`config.mk`:
```
export PLATFORM = sky130hd
export DESIGN_NAME = vend_ctrl_flat
export DESIGN_NICKNAME = d
export VERILOG_FILES = /design/src/rtl/vend_ctrl_if.sv /design/src/rtl/vend_ctrl.sv /design/src/flat_wrapper.sv
export SDC_FILE = /design/constraint.sdc
export NUM_CORES = 1
export LEC_CHECK = 0
export ABC_AREA = 1
export CAP_MARGIN = 20
export CORE_AREA = 2 2 78 80
export CTS_CLUSTER_DIAMETER = 150
export DETAILED_ROUTE_END_ITERATION = 7
export DIE_AREA = 0 0 80 82
export HOLD_SLACK_MARGIN = 0.12
export PLACE_DENSITY = 0.45
export RECOVER_POWER = 100
export SLEW_MARGIN = 20
export SYNTH_ARGS = -nofsm -noshare
export SYNTH_HDL_FRONTEND = slang
export SYNTH_SLANG_ARGS = --single-unit
```
`constraint.sdc`:
```
create_clock -name sclk -period 4.9 [get_ports sclk]
set_input_delay 0.98 -clock sclk [delete_from_list [all_inputs] [get_ports sclk]]
set_output_delay 0.98 -clock sclk [all_outputs]
set_load 0.03 [all_outputs]
```
`src/rtl/vend_ctrl_if.sv`:
```
// Coin/dispense handshake bundle between the coin front end, vend_ctrl and drinkouter.
interface vend_ctrl_if #(
    parameter int CREDIT_W = 4
);
    logic                coin_half;
    logic                coin_one;
    logic                cancel;
    logic                drink_out_fin;
    logic                drink_en;
    logic                change_half;
    logic                coin_reject;
    logic                fault;
    logic [CREDIT_W-1:0] credit;
    logic                busy;

    // Driver side: coin mechanism, cancel button and drinkouter's finish pulse.
    modport master (
        output coin_half, coin_one, cancel, drink_out_fin,
        input  drink_en, change_half, coin_reject, fault, credit, busy
    );

    // Controller side.
    modport slave (
        input  coin_half, coin_one, cancel, drink_out_fin,
        output drink_en, change_half, coin_reject, fault, credit, busy
    );
endinterface

```
`src/rtl/vend_ctrl.sv`:
```
// Vending coin controller: collects half-yuan credit, enables drinkouter once the
// price is covered, then returns change one half-unit at a time. Handles cancel
// (full refund) and a dispense timeout (price refunded as change).
module vend_ctrl #(
    parameter int PRICE       = 5,
    parameter int CREDIT_W    = 4,
    parameter int TIMEOUT_CYC = 1000
) (
    input  logic         sclk,
    input  logic         srst,
    vend_ctrl_if.slave   bus
);
    localparam int TW = $clog2(TIMEOUT_CYC + 1);
    localparam logic [CREDIT_W-1:0] PRICE_C = CREDIT_W'(PRICE);
    localparam logic [TW-1:0]       TMO_C   = TW'(TIMEOUT_CYC);

    typedef enum logic [1:0] {IDLE, COLLECT, DISPENSE, CHANGE} state_t;

    state_t              state;
    logic [CREDIT_W-1:0] credit_q;
    logic [TW-1:0]       tmo_cnt;
    logic                drink_en_q, change_half_q, coin_reject_q, fault_q, busy_q;

    logic                any_coin;
    logic [CREDIT_W-1:0] coin_val;
    logic [TW-1:0]       tmo_nxt;

    // Coin value: half=1, one=2, both in the same cycle=3.
    assign any_coin = bus.coin_half | bus.coin_one;
    assign coin_val = CREDIT_W'({bus.coin_one, bus.coin_half});
    assign tmo_nxt  = tmo_cnt + 1'b1;

    assign bus.drink_en    = drink_en_q;
    assign bus.change_half = change_half_q;
    assign bus.coin_reject = coin_reject_q;
    assign bus.fault       = fault_q;
    assign bus.credit      = credit_q;
    assign bus.busy        = busy_q;

    // Controller FSM with all outputs registered.
    always_ff @(posedge sclk or posedge srst) begin
        if (srst) begin
            state         <= IDLE;
            credit_q      <= '0;
            tmo_cnt       <= '0;
            drink_en_q    <= 1'b0;
            change_half_q <= 1'b0;
            coin_reject_q <= 1'b0;
            fault_q       <= 1'b0;
            busy_q        <= 1'b0;
        end else begin
            coin_reject_q <= 1'b0;
            fault_q       <= 1'b0;
            case (state)
                IDLE: begin
                    if (any_coin) begin
                        credit_q <= coin_val;
                        state    <= COLLECT;
                    end
                end
                COLLECT: begin
                    // Cancel beats both a same-cycle coin and the price threshold.
                    if (bus.cancel && credit_q != '0) begin
                        coin_reject_q <= any_coin;
                        busy_q        <= 1'b1;
                        state         <= CHANGE;
                    end else if (credit_q >= PRICE_C) begin
                        // Threshold uses registered credit; a coin landing now is returned.
                        coin_reject_q <= any_coin;
                        credit_q      <= credit_q - PRICE_C;
                        drink_en_q    <= 1'b1;
                        busy_q        <= 1'b1;
                        tmo_cnt       <= '0;
                        state         <= DISPENSE;
                    end else begin
                        credit_q <= credit_q + coin_val;
                    end
                end
                DISPENSE: begin
                    coin_reject_q <= any_coin;
                    if (!bus.drink_out_fin) begin
                        // Finish wins over a timeout on the same edge.
                        drink_en_q <= 1'b0;
                        if (credit_q != '0) begin
                            state <= CHANGE;
                        end else begin
                            busy_q <= 1'b0;
                            state  <= IDLE;
                        end
                    end else if (tmo_nxt == TMO_C) begin
                        // Drink never delivered: refund the price along with any change.
                        drink_en_q <= 1'b0;
                        fault_q    <= 1'b1;
                        credit_q   <= credit_q + PRICE_C;
                        tmo_cnt    <= tmo_nxt;
                        state      <= CHANGE;
                    end else begin
                        tmo_cnt <= tmo_nxt;
                    end
                end
                CHANGE: begin
                    coin_reject_q <= any_coin;
                    // Alternate high/low so pulses are spaced two cycles apart.
                    if (!change_half_q) begin
                        change_half_q <= 1'b1;
                        credit_q      <= credit_q - 1'b1;
                    end else begin
                        change_half_q <= 1'b0;
                        if (credit_q == '0) begin
                            busy_q <= 1'b0;
                            state  <= IDLE;
                        end
                    end
                end
                default: state <= IDLE;
            endcase
        end
    end
endmodule
```
`src/flat_wrapper.sv`:
```
// flat-port wrapper written by rule: the top's interface ports become plain ports
module vend_ctrl_flat 
#(
    parameter int PRICE       = 5,
    parameter int CREDIT_W    = 4,
    parameter int TIMEOUT_CYC = 1000
)
  (sclk, srst, bus_coin_half, bus_coin_one, bus_cancel, bus_drink_out_fin, bus_drink_en, bus_change_half, bus_coin_reject, bus_fault, bus_credit, bus_busy);
  vend_ctrl_if #(.CREDIT_W(CREDIT_W)) bus_i ();
  input  logic sclk;
  input  logic srst;
  input wire logic [$bits(bus_i.coin_half)-1:0] bus_coin_half;
  input wire logic [$bits(bus_i.coin_one)-1:0] bus_coin_one;
  input wire logic [$bits(bus_i.cancel)-1:0] bus_cancel;
  input wire logic [$bits(bus_i.drink_out_fin)-1:0] bus_drink_out_fin;
  output wire logic [$bits(bus_i.drink_en)-1:0] bus_drink_en;
  output wire logic [$bits(bus_i.change_half)-1:0] bus_change_half;
  output wire logic [$bits(bus_i.coin_reject)-1:0] bus_coin_reject;
  output wire logic [$bits(bus_i.fault)-1:0] bus_fault;
  output wire logic [$bits(bus_i.credit)-1:0] bus_credit;
  output wire logic [$bits(bus_i.busy)-1:0] bus_busy;
  assign bus_i.coin_half = bus_coin_half;
  assign bus_i.coin_one = bus_coin_one;
  assign bus_i.cancel = bus_cancel;
  assign bus_i.drink_out_fin = bus_drink_out_fin;
  assign bus_drink_en = bus_i.drink_en;
  assign bus_change_half = bus_i.change_half;
  assign bus_coin_reject = bus_i.coin_reject;
  assign bus_fault = bus_i.fault;
  assign bus_credit = bus_i.credit;
  assign bus_busy = bus_i.busy;
  vend_ctrl #(.PRICE(PRICE), .CREDIT_W(CREDIT_W), .TIMEOUT_CYC(TIMEOUT_CYC)) u_core (.sclk(sclk), .srst(srst), .bus(bus_i));
endmodule
```
==> flow_metrics.env, run 1 <==
export IMPL_drive_gt1_share_pct=10.3
export IMPL_grt_setup_unrepaired="no"
export IMPL_die_area_um2=6560
export IMPL_path_cells="inv_1, ha_1, nand2_1, nand2_1, nand2_1, nor2_1, inv_1, nand2_1, a21oi_1, inv_1, a21oi_1, nor2_1"
export IMPL_dpl_hpwl_um=3150
export IMPL_finalSetupViolations=0
export IMPL_synth_cells=235
export IMPL_root_buffer="clkbuf_8"
export IMPL_timing_rr_end="u_core.tmo_cnt[2]"
export IMPL_fin_util_pct=33.1
export IMPL_fin_tns_setup_ns=0
export IMPL_hold_path_class="flop to flop"
export IMPL_ctsResizeCount=0
export IMPL_finalCriticalPeriod_ns=2.74
export IMPL_hold_buffers=0
export IMPL_status="finished, final reports clean"
export IMPL_ys_seq_area_share_pct=31.4
export IMPL_critPathBufInv=3
export IMPL_wl_um=4030
export IMPL_synth_seq_cells=21
export IMPL_hold_viol=0
export IMPL_maxSlewHeadroom_pct=42.5
export IMPL_core_um2=5750
export IMPL_synth_cell_types=32
export IMPL_p_leak_uw=0.000935
export IMPL_final_common_cell="nand2_1"
export IMPL_grt_max_degree=22
export IMPL_layout_common_cells="66 x nand2_1, 31 x inv_1, 21 x nand3_1, 21 x dfrtp_1, 20 x nor2_1"
export IMPL_syn_cell_area_um2=1680
export IMPL_port_buffers=14
export IMPL_end_kind="flop"
export IMPL_peakVddDrop_mv=0.172
export IMPL_hold_depth=2
export IMPL_clkLatencyLatePin_ns=0.26
export IMPL_cts_buffers=3
export IMPL_fin_worst_skew_ns=0.00349
export IMPL_initial_utilization_pct=29.2
export IMPL_slowest_delay_ns=0.54
export IMPL_fin_crit_sh_pct=56.0
export IMPL_cts_tree="built"
export IMPL_ant_nets=0
export IMPL_area_growth_pct=13.6
export IMPL_clock_sinks=21
export IMPL_cp_max_fo=8
export IMPL_worst_pin_slew_ns=0.861
export IMPL_crit_top_cell="nand2_1"
export IMPL_post_cts_buffers=0
export IMPL_setup_slack_ns=2.16
export IMPL_diodes=0
export IMPL_clk_pin_slew_ns=0.08
export IMPL_die_h_um=82
export IMPL_max_freq_mhz=365
export IMPL_crit_path_start_kind="flop"
export IMPL_drv_slew=0
export IMPL_antenna_found_initial=0
export IMPL_grt_pass1_wl_um=6890
export IMPL_track_usage_pct=13.6
export IMPL_p_per_area_nw_per_um2=543
export IMPL_reg2reg_depth=12
export IMPL_drc_errors=0
export IMPL_io_pins=15
export IMPL_htreeDepth=1
export IMPL_grt_remaining_overflow=0
export IMPL_post_drt_wl_per_cell_um=12.3
export IMPL_crit_family="compound AO/OA/AOI/OAI gates"
export IMPL_place_ws_ns=2.13
export IMPL_ys_warn_count=0
export IMPL_grt_pass1_vias=1420
export IMPL_clock_path_buffers=2
export IMPL_crit_type="flop to flop"
export IMPL_dr_first_iter_drc_count=53
export IMPL_hold_slack_ns=0.467
export IMPL_final_nets=272
export IMPL_drv_cap=0
export IMPL_rows=28
export IMPL_min_from="u_core.bus.drink_en"
export IMPL_reg2reg_slack_ns=2.16
export IMPL_gp_congestion=0.836
export IMPL_synth_fp_nets=254
export IMPL_die_width_um=80
export IMPL_vias=1480
export IMPL_critPathRequiredTime_ns=5.06
export IMPL_worstPathArrival_ns=2.90
export IMPL_worstReg2RegStart="u_core.bus.credit[1]"
export IMPL_synth_avg_cell_area_um2=7.13
export IMPL_critical_path_slowest_cell="dfrtp_1"
export IMPL_drt_pre_antenna_iters=4
export IMPL_viasPerCell=4.53
export IMPL_crit_start="u_core.bus.credit[1]"
export IMPL_holdPathEnd="u_core.bus.drink_en"
sequential cells by signal, summed over array words and instances (netlist names):
| signal | count |
|---|---|
| u_core.bus.busy | 1 |
| u_core.bus.change_half | 1 |
| u_core.bus.coin_reject | 1 |
| u_core.bus.credit | 4 |
| u_core.bus.drink_en | 1 |
| u_core.bus.fault | 1 |
| u_core.state | 2 |
| u_core.tmo_cnt | 10 |
worst max path at each step:
stage	end	depth (start not counted)
after floorplan	u_core.bus.credit[2]	11
after global routing	u_core.tmo_cnt[2]	12
final	u_core.tmo_cnt[2]	12
after CTS	bus_credit[2]	1
after detailed placement	u_core.bus.credit[2]	12
after global placement	u_core.bus.credit[2]	12
per-layer routing:
| layer | track usage [%] | vias to the layer above | routed length (µm) |
|---|---|---|---|
| met3 | 2.31 | 0 | 82 |
| met2 | 22.3 | 19 | 1840 |
| met4 | 2.37 | 0 | 0 |
| li1 | - | 789 | - |
| met1 | 19.0 | 672 | 2100 |
| met5 | 0 | - | 0 |
Yosys cell counts:
cell | number | area, µm²
nand2_1 | 62 | 233
inv_1 | 30 | 113
dfrtp_1 | 21 | 526
nand3_1 | 20 | 100
nor2_1 | 19 | 71.3
ha_1 | 11 | 138
o21ai_0 | 11 | 55.1
nand2_2 | 10 | 62.6
a21oi_1 | 9 | 45.0
inv_2 | 6 | 22.5
nand4_1 | 6 | 37.5
nor2_2 | 4 | 25.0
o22ai_1 | 3 | 18.8
or2_2 | 3 | 18.8
fa_1 | 2 | 40.0
nand3_2 | 2 | 20.0
a21oi_2 | 1 | 8.76
a21oi_4 | 1 | 16.3
buf_4 | 1 | 7.51
nand2_4 | 1 | 11.3
nand3_4 | 1 | 17.5
nand3b_1 | 1 | 7.51
nor2_4 | 1 | 11.3
nor3_1 | 1 | 5.00
nor3_2 | 1 | 10.0
nor3b_1 | 1 | 7.51
o21ai_2 | 1 | 8.76
o21bai_1 | 1 | 7.51
o31ai_1 | 1 | 7.51
or2_1 | 1 | 6.26
xnor2_1 | 1 | 8.76
xor2_1 | 1 | 8.76
area by class of cell:
cell class	count	area (µm²)
inverters	36	135
well taps	75	93.8
clock buffers	3	41.3
fillers	666	3840
repair buffers	14	140
clock inverters	1	5.00
multi-input cells	177	962
flip-flops and latches	21	526
worst reg2reg max path, stage by stage (launching register included):
cell     delay [ns]
dfrtp_1        0.54
inv_1          0.16
ha_1           0.25
nand2_1        0.12
nand2_1        0.12
nand2_1        0.19
nor2_1         0.09
inv_1          0.09
nand2_1        0.08
a21oi_1        0.54
inv_1          0.23
a21oi_1        0.17
nor2_1         0.05
power by group:
| group | internal (µW) | total, µW | switching, µW |
|---|---|---|---|
| combinational | 226 | 634 | 408 |
| sequential | 220 | 281 | 61.6 |
| clock | 56.7 | 118 | 61.2 |
| total | 502 | 1030 | 531 |
kinds of logic (layout without fill, tap and decap cells):
logic type | Yosys count | after routing | share of synthesized area, %
AO/OA/AOI/OAI | 28 | 28 | 10.0
XOR/XNOR | 2 | 2 | 1.05
adder cells (fa/ha/maj) | 13 | 13 | 10.6
buffers and inverters | 37 | 54 | 8.51
flip-flops | 21 | 21 | 31.4
AND/OR/NAND/NOR | 134 | 134 | 38.5
metrics by stage:
| step | cell area, µm² | instances | power, µW |
|---|---|---|---|
| after floorplan | 1680 | 235 | 788 |
| after global placement | 1900 | 323 | 986 |
| after detailed placement | 1900 | 323 | 980 |
| after CTS | 1950 | 327 | 1100 |
| after global routing | 1900 | 327 | 1160 |
| final | 1900 | 327 | 1030 |
(Power assumes the default switching activity.)
==> run 2, diff against run 1 <==
PLACE_DENSITY = 0.47   (was 0.45)
clock period = 2.5 ns   (was 4.9 ns; I/O delays follow)
==> run 2 against run 1 <==
Against the previous run: sequential power up 85%; first-iteration DRC count up 87%; routed wire length fell by 6.2%; via count rose by 0.34%; combinational power grew 110%; core utilization grew 0.46 points; cell count rose by 0.92%; die area unchanged; flip-flop and latch count unchanged; critical path type is now flop to output port.
==> flow_metrics.env, run 2 (synthesis results as in run 1) <==
export IMPL_fin_worst_skew_ns=0.00230
export IMPL_fin_crit_sh_pct=85.5
export IMPL_final_common_cell="nand2_1"
export IMPL_io_pins=15
export IMPL_cts_tree="built"
export IMPL_hold_buffers=0
export IMPL_max_freq_mhz=468
export IMPL_gp_congestion=0.863
export IMPL_peakVddDrop_mv=0.491
export IMPL_drive_gt1_share_pct=11.0
export IMPL_track_usage_pct=13.0
export IMPL_vias=1485
export IMPL_p_leak_uw=0.000947
export IMPL_core_um2=5750
export IMPL_ctsResizeCount=0
export IMPL_fin_util_pct=33.6
export IMPL_crit_type="flop to output port"
export IMPL_finalCriticalPeriod_ns=2.14
export IMPL_initial_utilization_pct=29.2
export IMPL_status="finished, final reports clean"
export IMPL_p_per_area_nw_per_um2=1060
export IMPL_end_kind="output port"
export IMPL_seq_power_share_pct=25.3
export IMPL_hold_path_class="flop to flop"
export IMPL_drv_cap=0
export IMPL_port_buffers=14
export IMPL_viasPerCell=4.50
export IMPL_grt_pass1_vias=1428
export IMPL_crit_path_start_kind="flop"
export IMPL_grt_max_degree=22
export IMPL_clock_power_share_pct=11.1
export IMPL_htreeDepth=1
export IMPL_p_sw_uw=1040
export IMPL_n_fill_cell=664
export IMPL_drc_errors=0
export IMPL_grt_setup_unrepaired="no"
export IMPL_clock_path_buffers=2
export IMPL_area_growth_pct=15.2
export IMPL_grt_remaining_overflow=0
export IMPL_hold_viol=0
export IMPL_cp_max_fo=11
export IMPL_critPathBufInv=1
export IMPL_dpl_hpwl_um=3030
export IMPL_wl_um=3780
export IMPL_die_area_um2=6560
export IMPL_drv_slew=0
export IMPL_root_buffer="clkbuf_8"
export IMPL_cts_buffers=3
export IMPL_rows=28
export IMPL_switching_share_pct=50.6
export IMPL_slowest_delay_ns=0.81
export IMPL_post_cts_buffers=0
export IMPL_maxSlewHeadroom_pct=22.0
export IMPL_ant_nets=0
export IMPL_clock_sinks=21
export IMPL_grt_pass1_wl_um=6680
export IMPL_dr_first_iter_drc_count=99
export IMPL_critical_path_slowest_cell="dlygate4sd3_1"
export IMPL_antenna_found_initial=0
export IMPL_finalSetupViolations=0
export IMPL_top_register="u_core.tmo_cnt"
export IMPL_p_comb_share_pct=63.6
export IMPL_clkLatencyLatePin_ns=0.26
export IMPL_die_h_um=82
export IMPL_post_drt_wl_per_cell_um=11.4
export IMPL_worstPathArrival_ns=1.64
export IMPL_fin_tns_setup_ns=0
export IMPL_largest_register_ffs=10
export IMPL_worst_pin_slew_ns=1.17
export IMPL_final_nets=275
export IMPL_drt_pre_antenna_iters=4
export IMPL_crit_family="buffers and inverters"
export IMPL_critPathRequiredTime_ns=2.00
export IMPL_die_width_um=80
export IMPL_power_internal_uw=1020
export IMPL_layout_common_cells="70 x nand2_1, 31 x inv_1, 21 x nand3_1, 21 x dfrtp_1, 19 x nor2_1"
export IMPL_diodes=0
export IMPL_clk_pin_slew_ns=0.08
export IMPL_path_cells="dlygate4sd3_1"
-- run 2: cell count changes in the layout (fill, tap and decap cells not counted), moves of 2 or more --
cell / change
dlygate4sd3_1: -2
clkdlybuf4s50_1: +2
nand2_2: -3
nand2_1: +4
buf_4: +2
-- run 2: layer usage --
| layer | vias up | global-route usage [%] | part of all wire (%) |
|---|---|---|---|
| met5 | - | 0 | 0 |
| met4 | 0 | 2.54 | 0.74 |
| met3 | 4 | 2.75 | 3.7 |
| met2 | 25 | 21.3 | 46 |
| met1 | 662 | 17.8 | 50 |
| li1 | 794 | - | - |
-- run 2: final cells by class --
cell class                      instances  area, µm²  share of cell area, %
Multi-Input combinational cell        177        970                   50.3
Sequential cell                        21        526                   27.2
Timing Repair Buffer                   17        159                   8.24
Inverter                               36        135                   7.00
Tap cell                               75       93.8                   4.86
Clock buffer                            3       41.3                   2.14
Clock inverter                          1       5.00                  0.259
-- run 2: stage by stage --
stage | hold slack (ns) | total power (µW) | area, µm² | setup WS [ns] | cells
after CTS | 0.480 | 2160 | 1970 | 0.374 | 330
after global placement | 0.459 | 1940 | 1920 | 0.270 | 326
after floorplan | 0.477 | 1540 | 1680 | 0.529 | 235
after global routing | 0.519 | 2290 | 1930 | 0.171 | 330
final | 0.468 | 2050 | 1930 | 0.361 | 330
after detailed placement | 0.460 | 1920 | 1920 | 0.232 | 326
-- run 2: worst paths after layout --
kind / startpoint / to / slack, ns / cells past startpoint
setup / recovery: u_core.bus.credit[2] / bus_credit[2] / 0.36 / 1
hold / removal: u_core.bus.drink_en / u_core.bus.drink_en / 0.47 / 2
setup reg to reg: u_core.bus.credit[0] / u_core.tmo_cnt[9] / 0.39 / 13
hold reg to reg: u_core.bus.drink_en / u_core.bus.drink_en / 0.47 / 2
max in group asynchronous: srst / u_core.tmo_cnt[0] / 0.76 / 3
min in group asynchronous: srst / u_core.bus.credit[2] / 1.04 / 3
-- run 2: power by group through the flow --
| stage | logic, µW | clock network, µW | registers [µW] |
|---|---|---|---|
| after detailed placement | 1390 | 0 | 528 |
| final | 1310 | 227 | 520 |
| after global routing | 1500 | 254 | 537 |
| after CTS | 1390 | 242 | 524 |
| after global placement | 1410 | 0 | 532 |
| after floorplan | 924 | 0 | 621 |
